===== config.mk =====
export PLATFORM = sky130hd
export DESIGN_NAME = updown_counter_n_flat
export DESIGN_NICKNAME = d
export VERILOG_FILES = /design/src/rtl/updown_counter_n_pkg.sv /design/src/rtl/updown_counter_n_if.sv /design/src/rtl/updown_counter_n_datapath.sv /design/src/rtl/updown_counter_n.sv /design/src/flat_wrapper.sv
export SDC_FILE = /design/constraint.sdc
export NUM_CORES = 1
export LEC_CHECK = 0
export CORE_ASPECT_RATIO = 1.4
export CORE_MARGIN = 3
export CORE_UTILIZATION = 30
export CTS_CLUSTER_SIZE = 10
export DETAILED_ROUTE_END_ITERATION = 16
export GPL_TIMING_DRIVEN = 0
export PLACE_DENSITY = 0.49
export RECOVER_POWER = 100
export SYNTH_ARGS = -nofsm -noshare
export SYNTH_HDL_FRONTEND = slang
export SYNTH_HIERARCHICAL = 1
export SYNTH_SLANG_ARGS = --single-unit

===== constraint.sdc =====
create_clock -name clk -period 4.13 [get_ports clk]
set_clock_uncertainty 0.2 [all_clocks]
set_input_delay 0.413 -clock clk [delete_from_list [all_inputs] [get_ports clk]]
set_output_delay 0.413 -clock clk [all_outputs]
set_load 0.02 [all_outputs]

===== src/rtl/updown_counter_n_pkg.sv =====
// Shared types for the up/down counter: FSM state encodings and datapath op codes.
package counter_pkg;

    typedef enum logic [2:0] {
        INICIO     = 3'd0,
        ESPERA     = 3'd1,
        VERIFICA   = 3'd2,
        INC        = 3'd3,
        ESPERA_INC = 3'd4,
        DEC        = 3'd5,
        ESPERA_DEC = 3'd6
    } state_t;

    localparam logic OP_INC = 1'b0;
    localparam logic OP_DEC = 1'b1;

endpackage


===== src/rtl/updown_counter_n_if.sv =====
// Button/mode inputs and counter outputs of updown_counter_n.
// The master side drives the buttons; the slave side is the counter itself.
interface updown_counter_n_if #(
    parameter int WIDTH = 8
);
    logic             u;
    logic             d;
    logic             wrap;
    logic [WIDTH-1:0] count;
    logic             z;
    logic             m;

    modport master (output u, output d, output wrap, input count, input z, input m);
    modport slave  (input u, input d, input wrap, output count, output z, output m);
endinterface


===== src/rtl/updown_counter_n_datapath.sv =====
// Counter register with clear/load and saturating or wrapping step arithmetic.
module counter_datapath
    import counter_pkg::*;
#(
    parameter int WIDTH   = 8,
    parameter int MAX_VAL = 2**WIDTH - 1,
    parameter int STEP    = 1
) (
    input  logic             clk,
    input  logic             reset,
    input  logic             op,
    input  logic             c_clr,
    input  logic             c_ld,
    input  logic             wrap,
    output logic [WIDTH-1:0] count,
    output logic             z,
    output logic             m
);
    // One extra bit keeps count+STEP and count+MAX_VAL+1 free of overflow.
    localparam logic [WIDTH:0] MAX_EXT  = (WIDTH+1)'(MAX_VAL);
    localparam logic [WIDTH:0] STEP_EXT = (WIDTH+1)'(STEP);
    localparam logic [WIDTH:0] MOD_EXT  = (WIDTH+1)'(MAX_VAL + 1);

    logic [WIDTH-1:0] count_q, count_d;
    logic [WIDTH-1:0] step_val;
    logic [WIDTH:0]   cur_ext, sum_ext;

    always_comb begin
        cur_ext  = {1'b0, count_q};
        sum_ext  = cur_ext + STEP_EXT;
        step_val = count_q;
        if (op == OP_INC) begin
            if (sum_ext > MAX_EXT) begin
                step_val = wrap ? WIDTH'(sum_ext - MOD_EXT) : WIDTH'(MAX_EXT);
            end else begin
                step_val = WIDTH'(sum_ext);
            end
        end else begin
            if (cur_ext < STEP_EXT) begin
                step_val = wrap ? WIDTH'(cur_ext + MOD_EXT - STEP_EXT) : '0;
            end else begin
                step_val = WIDTH'(cur_ext - STEP_EXT);
            end
        end

        count_d = count_q;
        if (c_clr) begin
            count_d = '0;
        end else if (c_ld) begin
            count_d = step_val;
        end
    end

    always_ff @(posedge clk) begin
        if (!reset) begin
            count_q <= '0;
        end else begin
            count_q <= count_d;
        end
    end

    assign count = count_q;
    assign z     = (count_q == '0);
    assign m     = (count_q == WIDTH'(MAX_VAL));
endmodule


===== src/rtl/updown_counter_n.sv =====
// Button-driven up/down counter FSM; the datapath lives in counter_datapath.
// Define UPDOWN_AUTO_REPEAT_EN to enable auto-repeat while a button is held.
module updown_counter_n
    import counter_pkg::*;
#(
    parameter int WIDTH         = 8,
    parameter int MAX_VAL       = 2**WIDTH - 1,
    parameter int STEP          = 1,
    parameter int REPEAT_CYCLES = 16
) (
    input logic               clk,
    input logic               reset,
    updown_counter_n_if.slave bus
);
    if (WIDTH < 2 || MAX_VAL < 1 || MAX_VAL > 2**WIDTH - 1 ||
        STEP < 1 || STEP > MAX_VAL || REPEAT_CYCLES < 2) begin : g_bad_cfg
        $error("updown_counter_n: illegal parameter combination");
    end

    state_t state_q, state_d;
    logic   c_clr_q, c_clr_d;
    logic   c_ld_q, c_ld_d;
    logic   op_q, op_d;
    logic   wrap_q, wrap_d;

`ifdef UPDOWN_AUTO_REPEAT_EN
    localparam int HOLD_W = $clog2(REPEAT_CYCLES);
    // The INC/DEC cycle itself counts as one held cycle, hence the -2.
    localparam logic [HOLD_W-1:0] HOLD_LAST = HOLD_W'(REPEAT_CYCLES - 2);
    logic [HOLD_W-1:0] hold_q, hold_d;
`endif

    always_comb begin
        state_d = state_q;
        op_d    = op_q;
        wrap_d  = wrap_q;
`ifdef UPDOWN_AUTO_REPEAT_EN
        hold_d  = '0;
`endif
        case (state_q)
            INICIO:   state_d = ESPERA;
            ESPERA:   state_d = VERIFICA;
            VERIFICA: begin
                wrap_d = bus.wrap;
                if (bus.u && bus.d) begin
                    state_d = ESPERA;
                end else if (bus.u) begin
                    if (bus.wrap || !bus.m) begin
                        state_d = INC;
                        op_d    = OP_INC;
                    end
                end else if (bus.d) begin
                    if (bus.wrap || !bus.z) begin
                        state_d = DEC;
                        op_d    = OP_DEC;
                    end
                end
            end
            INC:      state_d = ESPERA_INC;
            DEC:      state_d = ESPERA_DEC;
            ESPERA_INC: begin
                if (!bus.u) begin
                    state_d = VERIFICA;
                end
`ifdef UPDOWN_AUTO_REPEAT_EN
                else begin
                    hold_d = (hold_q == HOLD_LAST) ? hold_q : hold_q + 1'b1;
                    if (hold_q == HOLD_LAST && (wrap_q || !bus.m)) begin
                        state_d = INC;
                    end
                end
`endif
            end
            ESPERA_DEC: begin
                if (!bus.d) begin
                    state_d = VERIFICA;
                end
`ifdef UPDOWN_AUTO_REPEAT_EN
                else begin
                    hold_d = (hold_q == HOLD_LAST) ? hold_q : hold_q + 1'b1;
                    if (hold_q == HOLD_LAST && (wrap_q || !bus.z)) begin
                        state_d = DEC;
                    end
                end
`endif
            end
            default:  state_d = INICIO;
        endcase

        // Clear is aligned with ESPERA so count is zero when ESPERA exits;
        // load follows INC/DEC by one cycle, giving the two-edge press latency.
        c_clr_d = (state_d == ESPERA);
        c_ld_d  = (state_q == INC) || (state_q == DEC);
    end

    always_ff @(posedge clk) begin
        if (!reset) begin
            state_q <= INICIO;
            c_clr_q <= 1'b0;
            c_ld_q  <= 1'b0;
            op_q    <= OP_INC;
            wrap_q  <= 1'b0;
`ifdef UPDOWN_AUTO_REPEAT_EN
            hold_q  <= '0;
`endif
        end else begin
            state_q <= state_d;
            c_clr_q <= c_clr_d;
            c_ld_q  <= c_ld_d;
            op_q    <= op_d;
            wrap_q  <= wrap_d;
`ifdef UPDOWN_AUTO_REPEAT_EN
            hold_q  <= hold_d;
`endif
        end
    end

    counter_datapath #(
        .WIDTH   (WIDTH),
        .MAX_VAL (MAX_VAL),
        .STEP    (STEP)
    ) u_datapath (
        .clk   (clk),
        .reset (reset),
        .op    (op_q),
        .c_clr (c_clr_q),
        .c_ld  (c_ld_q),
        .wrap  (wrap_q),
        .count (bus.count),
        .z     (bus.z),
        .m     (bus.m)
    );
endmodule


===== src/flat_wrapper.sv =====
// flat-port wrapper written by rule: the top's interface ports become plain ports
module updown_counter_n_flat import counter_pkg::*;
#(
    parameter int WIDTH         = 8,
    parameter int MAX_VAL       = 2**WIDTH - 1,
    parameter int STEP          = 1,
    parameter int REPEAT_CYCLES = 16
)
  (clk, reset, bus_u, bus_d, bus_wrap, bus_count, bus_z, bus_m);
  updown_counter_n_if #(.WIDTH(WIDTH)) bus_i ();
  input logic clk;
  input logic reset;
  input wire logic [$bits(bus_i.u)-1:0] bus_u;
  input wire logic [$bits(bus_i.d)-1:0] bus_d;
  input wire logic [$bits(bus_i.wrap)-1:0] bus_wrap;
  output wire logic [$bits(bus_i.count)-1:0] bus_count;
  output wire logic [$bits(bus_i.z)-1:0] bus_z;
  output wire logic [$bits(bus_i.m)-1:0] bus_m;
  assign bus_i.u = bus_u;
  assign bus_i.d = bus_d;
  assign bus_i.wrap = bus_wrap;
  assign bus_count = bus_i.count;
  assign bus_z = bus_i.z;
  assign bus_m = bus_i.m;
  updown_counter_n #(.WIDTH(WIDTH), .MAX_VAL(MAX_VAL), .STEP(STEP), .REPEAT_CYCLES(REPEAT_CYCLES)) u_core (.clk(clk), .reset(reset), .bus(bus_i));
endmodule

== Word level (Yosys, flattened, before mapping) ==
Index checks and enable logic that the tools add are counted.
W data, S select, Z words.
Storage, ports and cells
  register bits: 15
  logic and storage cells: 53
Operators by class
  $add $sub $neg: 5
  magnitude comparators: 2
  equality and inequality tests: 9
  muxes and demuxes: 17
  bitwise gates (word level): 2
  reduce and logical (&&, ||, !) cells: 12
Operators by type and width (count)
  $mux W8: 5
  $sub A8 B1 Y8 const B: 3
  $mux W3: 7
  $pmux W3 S7: 1
  $add A8 B1 Y9 const B: 1
  $eq A3 B3 Y1 const B: 3
  $gt A9 B8 Y1 const B: 1
  $add A8 B1 Y8 const B: 1
  $eq A8 B8 Y1 const B: 1
  $logic_not A8 Y1: 1
  $lt A8 B1 Y1 const B: 1
  $eq A3 B1 Y1 const B: 2
  $eq A3 B2 Y1 const B: 2
  $reduce_and A5 Y1: 1
  $mux W1: 4
  $reduce_bool A2 Y1: 2
  $logic_not A3 Y1: 1
  $logic_or A1 B1 Y1: 3
  $logic_not A1 Y1: 2
  $ne A2 B1 Y1 const B: 1
  $not A1 Y1: 2
  $reduce_or A2 Y1: 1
  $logic_and A1 B1 Y1: 1

== Logic depth before layout (Yosys ltp) ==
Gate-level depths: netlist (run 1).
  depth after elaboration: 9
  depth in mapped cells: 8

== Cells and area by module ==
The synthesis (run 1) kept the hierarchy.
Modules (own cells, without submodules)
  counter_datapath: instances 1, cells each 125, area an instance 905.9 um^2, sequential area each 160.2 um^2
  updown_counter_n: instances 1, cells each 42, area an instance 357.8 um^2, sequential area each 140.1 um^2

== Least setup slack after synthesis (run 1) ==
OpenSTA, ideal clock, no wires.
  path kind: reg-to-reg
  start: register u_core.u_datapath.count_q[5], in the netlist u_core/u_datapath/count[5]
  end: register u_core.state_q[1]
  library setup time: 0.074 ns
  data arrival time: 2.674 ns
  data required time: 3.856 ns
  path slack: 1.181 ns
  cell stages (with the launch flop): 8
  buffers on the path: 2
  period minus slack after synthesis: 2.949 ns
  cells stage by stage: dfxtp_1 > buf_6 > or3_1 > buf_6 > nor4_1 > or3b_1 > a211o_1 > a31oi_1
Between the ends
  cells in the longest elaborated chain, start to end: 8
  elaborated cells between the ends (all ways): 12
  classes of those cells: eq/ne (1); mux (6); reduce/logical (5)
Ends and longest elaborated chain
  start, declared: line updown_counter_n_datapath.sv:24  | logic [WIDTH-1:0] count_q, count_d;
  start signal, assigned: line updown_counter_n_datapath.sv:58  | count_q <= count_d;
  $logic_not A8 Y1: line updown_counter_n_datapath.sv:63  | assign z = (count_q == '0);
  net bus_z: line flat_wrapper.sv:17  | output wire logic [$bits(bus_i.z)-1:0] bus_z;
  $logic_not A1 Y1: line updown_counter_n.sv:53  | if (bus.wrap || !bus.z) begin
  $logic_or A1 B1 Y1: line updown_counter_n.sv:53
  $mux W3: line updown_counter_n.sv:53
  $mux W3: line updown_counter_n.sv:52  | end else if (bus.d) begin
  $mux W3: line updown_counter_n.sv:47  | end else if (bus.u) begin
  $mux W3: line updown_counter_n.sv:45  | if (bus.u && bus.d) begin
  $pmux W3 S7: line updown_counter_n.sv:40  | case (state_q)
  end signal, assigned: line updown_counter_n.sv:107  | state_q <= state_d;
  end, declared: line updown_counter_n.sv:20  | state_t state_q, state_d;
The timed path passes the listed nets, and every way through them passes these cells.
A chain may end at the register's enable or synchronous reset.

== Worst setup path in the final report (run 1) ==
  start: register u_core.u_datapath.count_q[1], in the netlist u_core/u_datapath/count[1]
  end: output port bus_m
Between the ends
  cells in the longest elaborated chain, start to end: 1
Ends and longest elaborated chain
  $eq A8 B8 Y1: line updown_counter_n_datapath.sv:64  | assign m = (count_q == WIDTH'(MAX_VAL));
  end, declared: line flat_wrapper.sv:18  | output wire logic [$bits(bus_i.m)-1:0] bus_m;
No other way between the ends.

==> results of run 1 <==
## through the flow
step	std cells	setup slack (ns)	util, %	total power (uW)	cell area (um^2)
3_3_place_gp	224	1.27	36.6	235	1460
4_1_cts	228	0.941	37.7	360	1500
2_1_floorplan	167	1.18	-	211	1260
6_report	228	0.699	37.4	354	1490
3_5_place_dp	224	1.25	36.6	235	1460
5_1_grt	228	0.506	37.4	374	1490
## power by group through the flow
stage                     Sequential [uW]  Clock [uW]  Combinational, uW
after global routing                  161         134               78.6
after global placement                163           0               71.9
final                                 160         123               70.9
after CTS                             160         128               72.2
after detailed placement              163           0               71.8
after floorplan                       163           0               48.1
## cell families (layout without fill, tap and decap cells)
| group | after synthesis | after routing | synth area share, % |
|---|---|---|---|
| xor+xnor | 4 | 4 | 2.77 |
| mux | 2 | 2 | 1.68 |
| compound gates | 48 | 48 | 28.2 |
| buf+inv | 21 | 39 | 8.22 |
| flops | 15 | 15 | 23.8 |
| fa+ha+maj | 4 | 4 | 3.96 |
| simple gates | 73 | 73 | 31.4 |
## final cells by class
cell class / count / share of cell area [%]
Buffer: 12 / 4.61
Multi-Input combinational cell: 131 / 57.0
Tap cell: 43 / 3.61
Inverter: 9 / 2.27
Timing Repair Buffer: 14 / 9.40
Sequential cell: 15 / 20.1
Clock buffer: 4 / 3.02
## layer usage
layer / wire length, um / vias up / track usage [%]
li1: - / 651 / -
met1: 1550 / 627 / 18.3
met2: 1780 / 34 / 27.5
met3: 158 / 8 / 2.17
met4: 90 / 0 / 5.86
met5: 0 / - / 0
## sequential cells by signal (all words and copies together), names as in the netlist
register and flops:
u_core/c_ld_q 1, u_core/state_q 3, u_core/u_datapath/count 8, u_core/op_q 1, u_core/wrap_q 1, u_core/c_clr_q 1
## worst register-to-register path, stage by stage (launching register included)
cell and delay, ns:
dfxtp_1 0.52, ha_1 0.21, clkbuf_1 0.36, nand3_1 0.22
nor3_1 0.51, o221ai_1 0.26, o21a_1 0.25, a211oi_1 0.22
## placed cells by master, fill, tap and decap left out, types with 2 or more instances in the layout
master,synthesis,routed
o21ai_1,3,3
a21oi_1,4,4
or3b_1,2,2
and3_1,3,3
dfxtp_1,15,15
a31oi_1,6,6
buf_6,2,2
o221ai_1,3,3
o21ai_0,7,7
o21a_1,2,2
o31ai_1,3,3
xor2_1,2,2
a22oi_1,3,3
clkbuf_1,4,6
ha_1,4,4
a22o_1,2,2
or4_1,2,2
nor4_1,3,3
clkbuf_8,0,3
nor3_1,5,6
nor2_1,9,9
clkdlybuf4s50_1,0,3
nor3b_1,1,2
nand2_1,21,21
nor2b_1,4,4
nand2b_1,6,6
inv_1,8,8
xnor2_1,2,2
a211oi_1,5,5
buf_2,5,4
dlygate4sd3_1,0,11
nand3_1,7,7
## worst max path at each step
stage                                             from                      endpoint  depth (start not counted)
2_1_floorplan  u_core/u_datapath/count[5]$_SDFFE_PP0P_  u_core/state_q[1]$_SDFF_PN0_                          7
3_3_place_gp   u_core/u_datapath/count[5]$_SDFFE_PP0P_                         bus_z                          5
3_5_place_dp   u_core/u_datapath/count[5]$_SDFFE_PP0P_                         bus_z                          5
4_1_cts        u_core/u_datapath/count[5]$_SDFFE_PP0P_                         bus_z                          5
5_1_grt        u_core/u_datapath/count[1]$_SDFFE_PP0P_                         bus_m                          5
6_report       u_core/u_datapath/count[1]$_SDFFE_PP0P_                         bus_m                          5
==> flow_summary_export.csv, run 1 <==
group,metric,value,unit
critical_path,crit_type,"flop to output pin",
synthesis,syn-num-nets,176,
synthesis,syn-mean-instance-area,7.57,um^2
synthesis,synth_edf_count,0,
pwr,clkPwrFrac,34.9,%
pwr,switchingPower,105,uW
floorplan,die_w,60.9,um
layout,final-seq-area,300,um^2
min_path,min_path_cells,3,
clocking,cts_tree,"built",
layout,drive_gt1_share,8.11,%
global_route,track_usage,15.5,%
clocking,clk_latency,0.25,ns
clocking,root_buffer,"clkbuf_8",
synthesis,ys_seq_area_share,23.8,%
global_route,grt_pass1_vias,1258,
pwr,max-vdd-ir-drop,129,uV
global_route,grt_pass1_wl,5.92,mm
clocking,clock_sinks,15,
sta,whs,0.348,ns
critical_path,startpoint_type,"flop",
critical_path,r2r_cells,7,
floorplan,io_pins,15,
layout,multiInputGateArea,850,um^2
routing,routedWlPerCell,15.7,um
routing,detail_route.iter0.violations,54,
sta,fin_tns_setup,0,ns
synthesis,ys_warn_count,6,
pwr,internal_power,249,uW
clocking,cts_resized,0,
critical_path,reg2reg_from,"u_core/u_datapath/count[1]$_SDFFE_PP0P_",
synthesis,yosysMostFrequentCell,"nand2_1",
run,drv_cap,0,
synthesis,synthDistinctLibCells,52,
routing,drcViolationCount,0,
routing,totalWireLength,3.58,mm
critical_path,end_kind,"output pin",
status,status,"finished, final reports clean",
floorplan,core-area,0.00399,mm^2
placement,hpwl,2.74,mm
sta,fmax,0.291,GHz
synthesis,netlist.area_leader.share,23.8,%
clocking,postCtsHoldBufs,0,
synthesis,netlist_instances,167,
synthesis,async_reset_ff_share,0,%
layout,n_antenna_cell,0,
global_route,antenna_found_initial,0,
floorplan,start_util,31.7,%
synthesis,netlist_area,0.00126,mm^2
pwr,switching_share,29.7,%
synthesis,synthTopCellsByArea,"dfxtp_1, nand2_1, ha_1",
sta,fin_crit,3.43,ns
routing,avgViaCountPerCell,5.79,
synthesis,synth.ff_latch_count,15,
critical_path,crit_slowest_cell,"dlygate4sd3_1",
routing,firstDrtPassIters,4,
min_path,hold_end,"u_core/u_datapath/count[1]$_SDFFE_PP0P_",
synthesis,yosysTopAreaCell,"dfxtp_1",
clocking,cts_max_path_buffers,2,
critical_path,path_buf_inv,2,
pwr,p_seq_share,45.1,%
clocking,clk_transition_reported_paths,0.07,ns
placement,portBuffers,14,
global_route,gr-total-overflow,0,
synthesis,synth_common_cells,"nand2_1, dfxtp_1, nor2_1",
floorplan,floorplan.rows,27,
sta,finalSetupViolations,0,
critical_path,critPathTopFamily,"buffers and inverters",
critical_path,cp.required,3.52,ns
synthesis,synth_ff_type,"dfxtp_1",
layout,areaGrowthSynthToFinish,18.0,%
min_path,hold_class,"flop to flop",
pwr,p_comb_share,20.0,%
global_route,grt_max_degree,11,
floorplan,die-area,0.00504,mm^2
sta,relSlewSlack,55.1,%
routing,ant_nets,0,
clocking,postCtsSetupBuffers,0,
floorplan,die_height,82.8,um
min_path,hold_path.startpoint,"u_core/c_clr_q$_SDFF_PN0_",
clocking,h-tree-depth,1,
pwr,powerDensity,238,mW/mm^2
critical_path,reg2reg_to,"u_core/u_datapath/count[4]$_SDFFE_PP0P_",
sta,hold_viol_final,0,
sta,post-route-period-util,83.1,%
sta,rsz0062_at_grt,"false",
sta,worst_pin_slew,0.667,ns
routing,vias,1320,
critical_path,ff2ff_setup_slack,1.29,ns
layout,fill_cells,423,
layout,nNetsFinal,195,
critical_path,cpPeakStageDelay,0.75,ns
clocking,cts_buffers,3,
sta,slew_violations,0,
critical_path,arrival,2.82,ns
pwr,p_leak,0.000568,uW
critical_path,crit_chain,"ha_1 -> clkbuf_1 -> nand3_1 -> nor3_1 -> dlygate4sd3_1",
critical_path,cp_max_fo,10,
placement,gp_congestion,0.850,
No activity file was read; power rests on OpenSTA's default activity.
==> inputs of run 2 (changes only) <==
Clock period 4.13 ns to 3.55 ns, I/O delays scaled along.
==> run 2 against run 1 <==
Count of clock-buffer cells in the layout is the same. Die area is the same. Worst setup slack lost 0.38 ns. Hold slack is essentially flat. Total power grew 16%. Combinational power grew 16%. Critical path depth is the same. Register-to-register slack lost 0.56 ns. Utilization grew 0.13 points. Largest power group unchanged. Highest routed layer unchanged.
==> flow_summary_export.csv, run 2 (synthesis results as in run 1) <==
group,metric,value,unit
global_route,grt_pass1_wl,5.92,mm
floorplan,core-area,0.00399,mm^2
critical_path,reg2reg_from,"u_core/u_datapath/count[0]$_SDFFE_PP0P_",
sta,post-route-period-util,91.1,%
floorplan,io_pins,15,
sta,hold_viol_final,0,
critical_path,startpoint_type,"flop",
routing,firstDrtPassIters,4,
min_path,min_path_cells,3,
critical_path,ff2ff_setup_slack,0.73,ns
floorplan,die_height,82.8,um
layout,layout_commonest_cell,"nand2_1",
clocking,postCtsHoldBufs,0,
clocking,postCtsSetupBuffers,0,
sta,finalSetupViolations,0,
floorplan,die-area,0.00504,mm^2
routing,detail_route.iter0.violations,54,
sta,fin_tns_setup,0,ns
routing,avgViaCountPerCell,5.81,
pwr,powerDensity,275,mW/mm^2
routing,wl_met2,1.80,mm
critical_path,cpPeakStageDelay,0.73,ns
min_path,hold_end,"u_core/u_datapath/count[1]$_SDFFE_PP0P_",
clocking,cts_buffers,3,
clocking,cts_resized,0,
routing,dr_wl_met3,182,um
pwr,max-vdd-ir-drop,150,uV
critical_path,critPathTopFamily,"buffers and inverters",
floorplan,die_w,60.9,um
routing,totalWireLength,3.57,mm
pwr,internal_power,290,uW
layout,final_cell_mix,"nand2_1, dfxtp_1, dlygate4sd3_1",
critical_path,r2r_cells,8,
run,drv_cap,0,
sta,slew_violations,0,
routing,ant_nets,0,
clocking,h-tree-depth,1,
clocking,root_buffer,"clkbuf_8",
floorplan,floorplan.rows,27,
pwr,switchingPower,121,uW
global_route,antenna_found_initial,0,
global_route,gr-total-overflow,0,
sta,rsz0062_at_grt,"false",
placement,portBuffers,14,
critical_path,cp.required,2.99,ns
routing,highest_layer,"met4",
critical_path,arrival,2.68,ns
pwr,switching_share,29.5,%
pwr,p_comb_share,20.0,%
routing,vias,1325,
min_path,hold_path.startpoint,"u_core/c_clr_q$_SDFF_PN0_",
layout,postLayoutCoreUtil,37.5,%
critical_path,end_kind,"output pin",
critical_path,crit_slowest_cell,"dlygate4sd3_1",
sta,fmax,0.309,GHz
layout,largest_reg_flops,8,
pwr,p_seq_share,45.2,%
layout,drive_gt1_share,8.65,%
layout,areaGrowthSynthToFinish,18.4,%
placement,gp_congestion,0.850,
critical_path,crit_chain,"ha_1 -> clkbuf_1 -> nand3_1 -> nor3_2 -> dlygate4sd3_1",
global_route,grt_pass1_vias,1258,
clocking,clock_sinks,15,
floorplan,start_util,31.7,%
critical_path,reg2reg_to,"u_core/u_datapath/count[4]$_SDFFE_PP0P_",
critical_path,cp_max_fo,10,
layout,nNetsFinal,195,
clocking,cts_tree,"built",
global_route,track_usage,15.5,%
routing,met1_length,1.50,mm
clocking,cts_max_path_buffers,2,
min_path,hold_class,"flop to flop",
pwr,p_leak,0.000568,uW
global_route,grt_max_degree,11,
layout,n_antenna_cell,0,
routing,routedWlPerCell,15.7,um
sta,relSlewSlack,54.0,%
critical_path,path_buf_inv,2,
sta,fin_crit,3.23,ns
placement,hpwl,2.74,mm
pwr,clkPwrFrac,34.7,%
critical_path,crit_type,"flop to output pin",
clocking,clk_transition_reported_paths,0.07,ns
routing,drcViolationCount,0,
clocking,clk_latency,0.24,ns
sta,worst_pin_slew,0.684,ns
status,status,"finished, final reports clean",
==> run 2: tightest hold or removal path, delay by kind of cell, from the launching register on <==
family | cells | cell delay, ns
AND/OR/NAND/NOR | 2 | 0.12
flip-flops | 1 | 0.32
AO/OA/AOI/OAI | 1 | 0.07
==> run 2: per-layer routing <==
layer  track usage, %  vias to the layer above
met1             18.3                      626
met4             5.86                        0
met2             27.5                       43
li1                 -                      648
met5                0                        -
met3             2.17                        8
==> run 2: layout make-up <==
cell class                      count  area (um^2)
Inverter                            9         33.8
Fill cell                         422         2490
Timing Repair Buffer               14          140
Multi-Input combinational cell    131          855
Clock buffer                        4         45.0
Sequential cell                    15          300
Buffer                             12         68.8
Tap cell                           43         53.8
==> run 2: worst max-delay path by stage <==
stage | from | endpoint | cells past startpoint
after floorplan | u_core/u_datapath/count[5]$_SDFFE_PP0P_ | u_core/state_q[1]$_SDFF_PN0_ | 7
after global placement | u_core/u_datapath/count[5]$_SDFFE_PP0P_ | bus_z | 5
after detailed placement | u_core/u_datapath/count[5]$_SDFFE_PP0P_ | bus_z | 5
after CTS | u_core/u_datapath/count[5]$_SDFFE_PP0P_ | bus_z | 5
after global routing | u_core/u_datapath/count[1]$_SDFFE_PP0P_ | bus_m | 5
final | u_core/u_datapath/count[1]$_SDFFE_PP0P_ | bus_m | 5
==> run 2: power groups by stage <==
| stage | sequential, uW | combinational [uW] | clock, uW |
|---|---|---|---|
| 3_5_place_dp | 190 | 83.6 | 0 |
| 5_1_grt | 188 | 91.4 | 156 |
| 6_report | 186 | 82.3 | 143 |
| 2_1_floorplan | 189 | 55.9 | 0 |
| 3_3_place_gp | 190 | 83.6 | 0 |
| 4_1_cts | 186 | 84.0 | 149 |
==> run 2: through the flow <==
stage / cell area (um^2) / power, uW / hold slack (ns) / setup slack (ns) / std cells
after floorplan: 1260 / 245 / 0.271 / 0.601 / 167
after global placement: 1460 / 274 / 0.340 / 0.749 / 224
after global routing: 1500 / 435 / 0.408 / 0.145 / 228
after detailed placement: 1460 / 274 / 0.333 / 0.731 / 224
after CTS: 1500 / 419 / 0.345 / 0.419 / 228
final: 1500 / 411 / 0.348 / 0.315 / 228
==> variant, RTL diff (settings of run 2) <==
`WIDTH` is set to 8 in 4 places; all go to 6.
--- a/src/rtl/updown_counter_n_if.sv
+++ b/src/rtl/updown_counter_n_if.sv
@@ -3,3 +3,3 @@
 interface updown_counter_n_if #(
-    parameter int WIDTH = 8
+    parameter int WIDTH = 6
 );
--- a/src/rtl/updown_counter_n_datapath.sv
+++ b/src/rtl/updown_counter_n_datapath.sv
@@ -4,3 +4,3 @@
 #(
-    parameter int WIDTH   = 8,
+    parameter int WIDTH   = 6,
     parameter int MAX_VAL = 2**WIDTH - 1,
--- a/src/rtl/updown_counter_n.sv
+++ b/src/rtl/updown_counter_n.sv
@@ -5,3 +5,3 @@
 #(
-    parameter int WIDTH         = 8,
+    parameter int WIDTH         = 6,
     parameter int MAX_VAL       = 2**WIDTH - 1,
--- a/src/flat_wrapper.sv
+++ b/src/flat_wrapper.sv
@@ -3,3 +3,3 @@
 #(
-    parameter int WIDTH         = 8,
+    parameter int WIDTH         = 6,
     parameter int MAX_VAL       = 2**WIDTH - 1,
Ports: changed (resized bus_count); port bits go from 15 to 13. The function was not compared with the original's and may differ.
==> variant against run 2 <==
Clock power is 7% lower. Die area fell by 14%. Sequential cell count fell by 2. Power down 7.4%. Cell area is 15% lower. Synthesized area is 15% lower. Worst setup slack gained 0.25 ns. Combinational power increased by 3.5%. Routed wire length fell by 22%. Non-clock buffer count fell by 6.
==> variant: results <==
[cts]
cts_setup_buffers = 0
clock_latency_ns = 0.24

[detailed_routing]
drt_wl_total_um = 2790
topRoutingLayerUsed = "met4"
wl_met2_um = 1550
wl_met3_um = 74
drt_iter0_drc = 33
vias = 1059
met1_length_um = 1100

[sta]
holdWs_ns = 0.365
max_slew_margin_pct = 61.2
fin_crit_ns = 2.98

[setup_path]
r2r_setup_slack_ns = 0.86
crit_slowest_cell = "dlygate4sd3_1"
max_stage_delay_ns = 0.75
worst_ep_arrival_time_ns = 2.43

[yosys]
synth_flop_cell = "dfxtp_1"
syn_nets = 144
ys_top_cells_by_area = "dfxtp_1 24%, ha_1 4.7%, o21ai_0 4.7%"
ys_seq_area_share_pct = 24.3
ys_warn_count = 6
synth_common_cells = "13 x dfxtp_1, 10 x nand2_1, 10 x o21ai_0, 9 x inv_1"
yosysTopAreaCellShare_pct = 24.3
async_flop_share_pct = 0
synthDistinctLibCells = 51

[power_and_ir_drop]
power.leakage_nw = 0.479
p_seq_share_pct = 42.8
internal_power_mw = 0.271
comb_cell_power_mw = 0.0852
p_switching_mw = 0.109
ir_worst_vdd_v = 0.000184

[global_routing]
grt_use_met2_pct = 25.1
grt_pass1_vias = 1025
gr-usage-met3_pct = 2.36
grt_pass1_wl_um = 4690
antenna_found_initial = 0
grt_util_met1_pct = 13.7
grt_usage_pct = 13.4

[place]
globalplace.congestion = 0.800
port_buffers = 12
dpl-instance-area_um2 = 1240
place_hpwl_um = 2180
pre_cts_ws_ns = 0.901

[finish]
drive_gt1_share_pct = 9.93
largest_reg_flops = 6
nets = 161
fillers = 368

[status]
outcome = "complete, no violations"
[variant: cells by family after synthesis]
family	share of synthesized area (%)
simple gates	27.4
compound gates	29.2
buf+inv	9.24
flops	24.3
xor+xnor	3.28
fa+ha+maj	4.68
mux	1.87
[variant: area by class of cell]
type                    count  area share (%)
plain buffers               8            4.81
clock buffers               4            3.53
inverters                  10            2.94
multi-input cells         104            55.0
flip-flops and latches     13            20.4
well taps                  40            3.93
repair buffers             12            9.42
[variant: worst paths after layout]
check	startpoint	end	cells past startpoint
worst max register to register	u_core/u_datapath/count[1]	u_core/u_datapath/count[2]	7
worst min-delay path	u_core/state_q[1]	u_core/c_clr_q	2
worst max-delay path	u_core/u_datapath/count[5]	bus_z	5
worst min register to register	u_core/state_q[1]	u_core/c_clr_q	2
[variant: metrics by stage]
| stage | cells | utilization (%) |
|---|---|---|
| after CTS | 191 | 37.7 |
| final | 191 | 37.4 |
| after floorplan | 135 | - |
| after global placement | 187 | 36.4 |
| after global routing | 191 | 37.4 |
| after detailed placement | 187 | 36.4 |
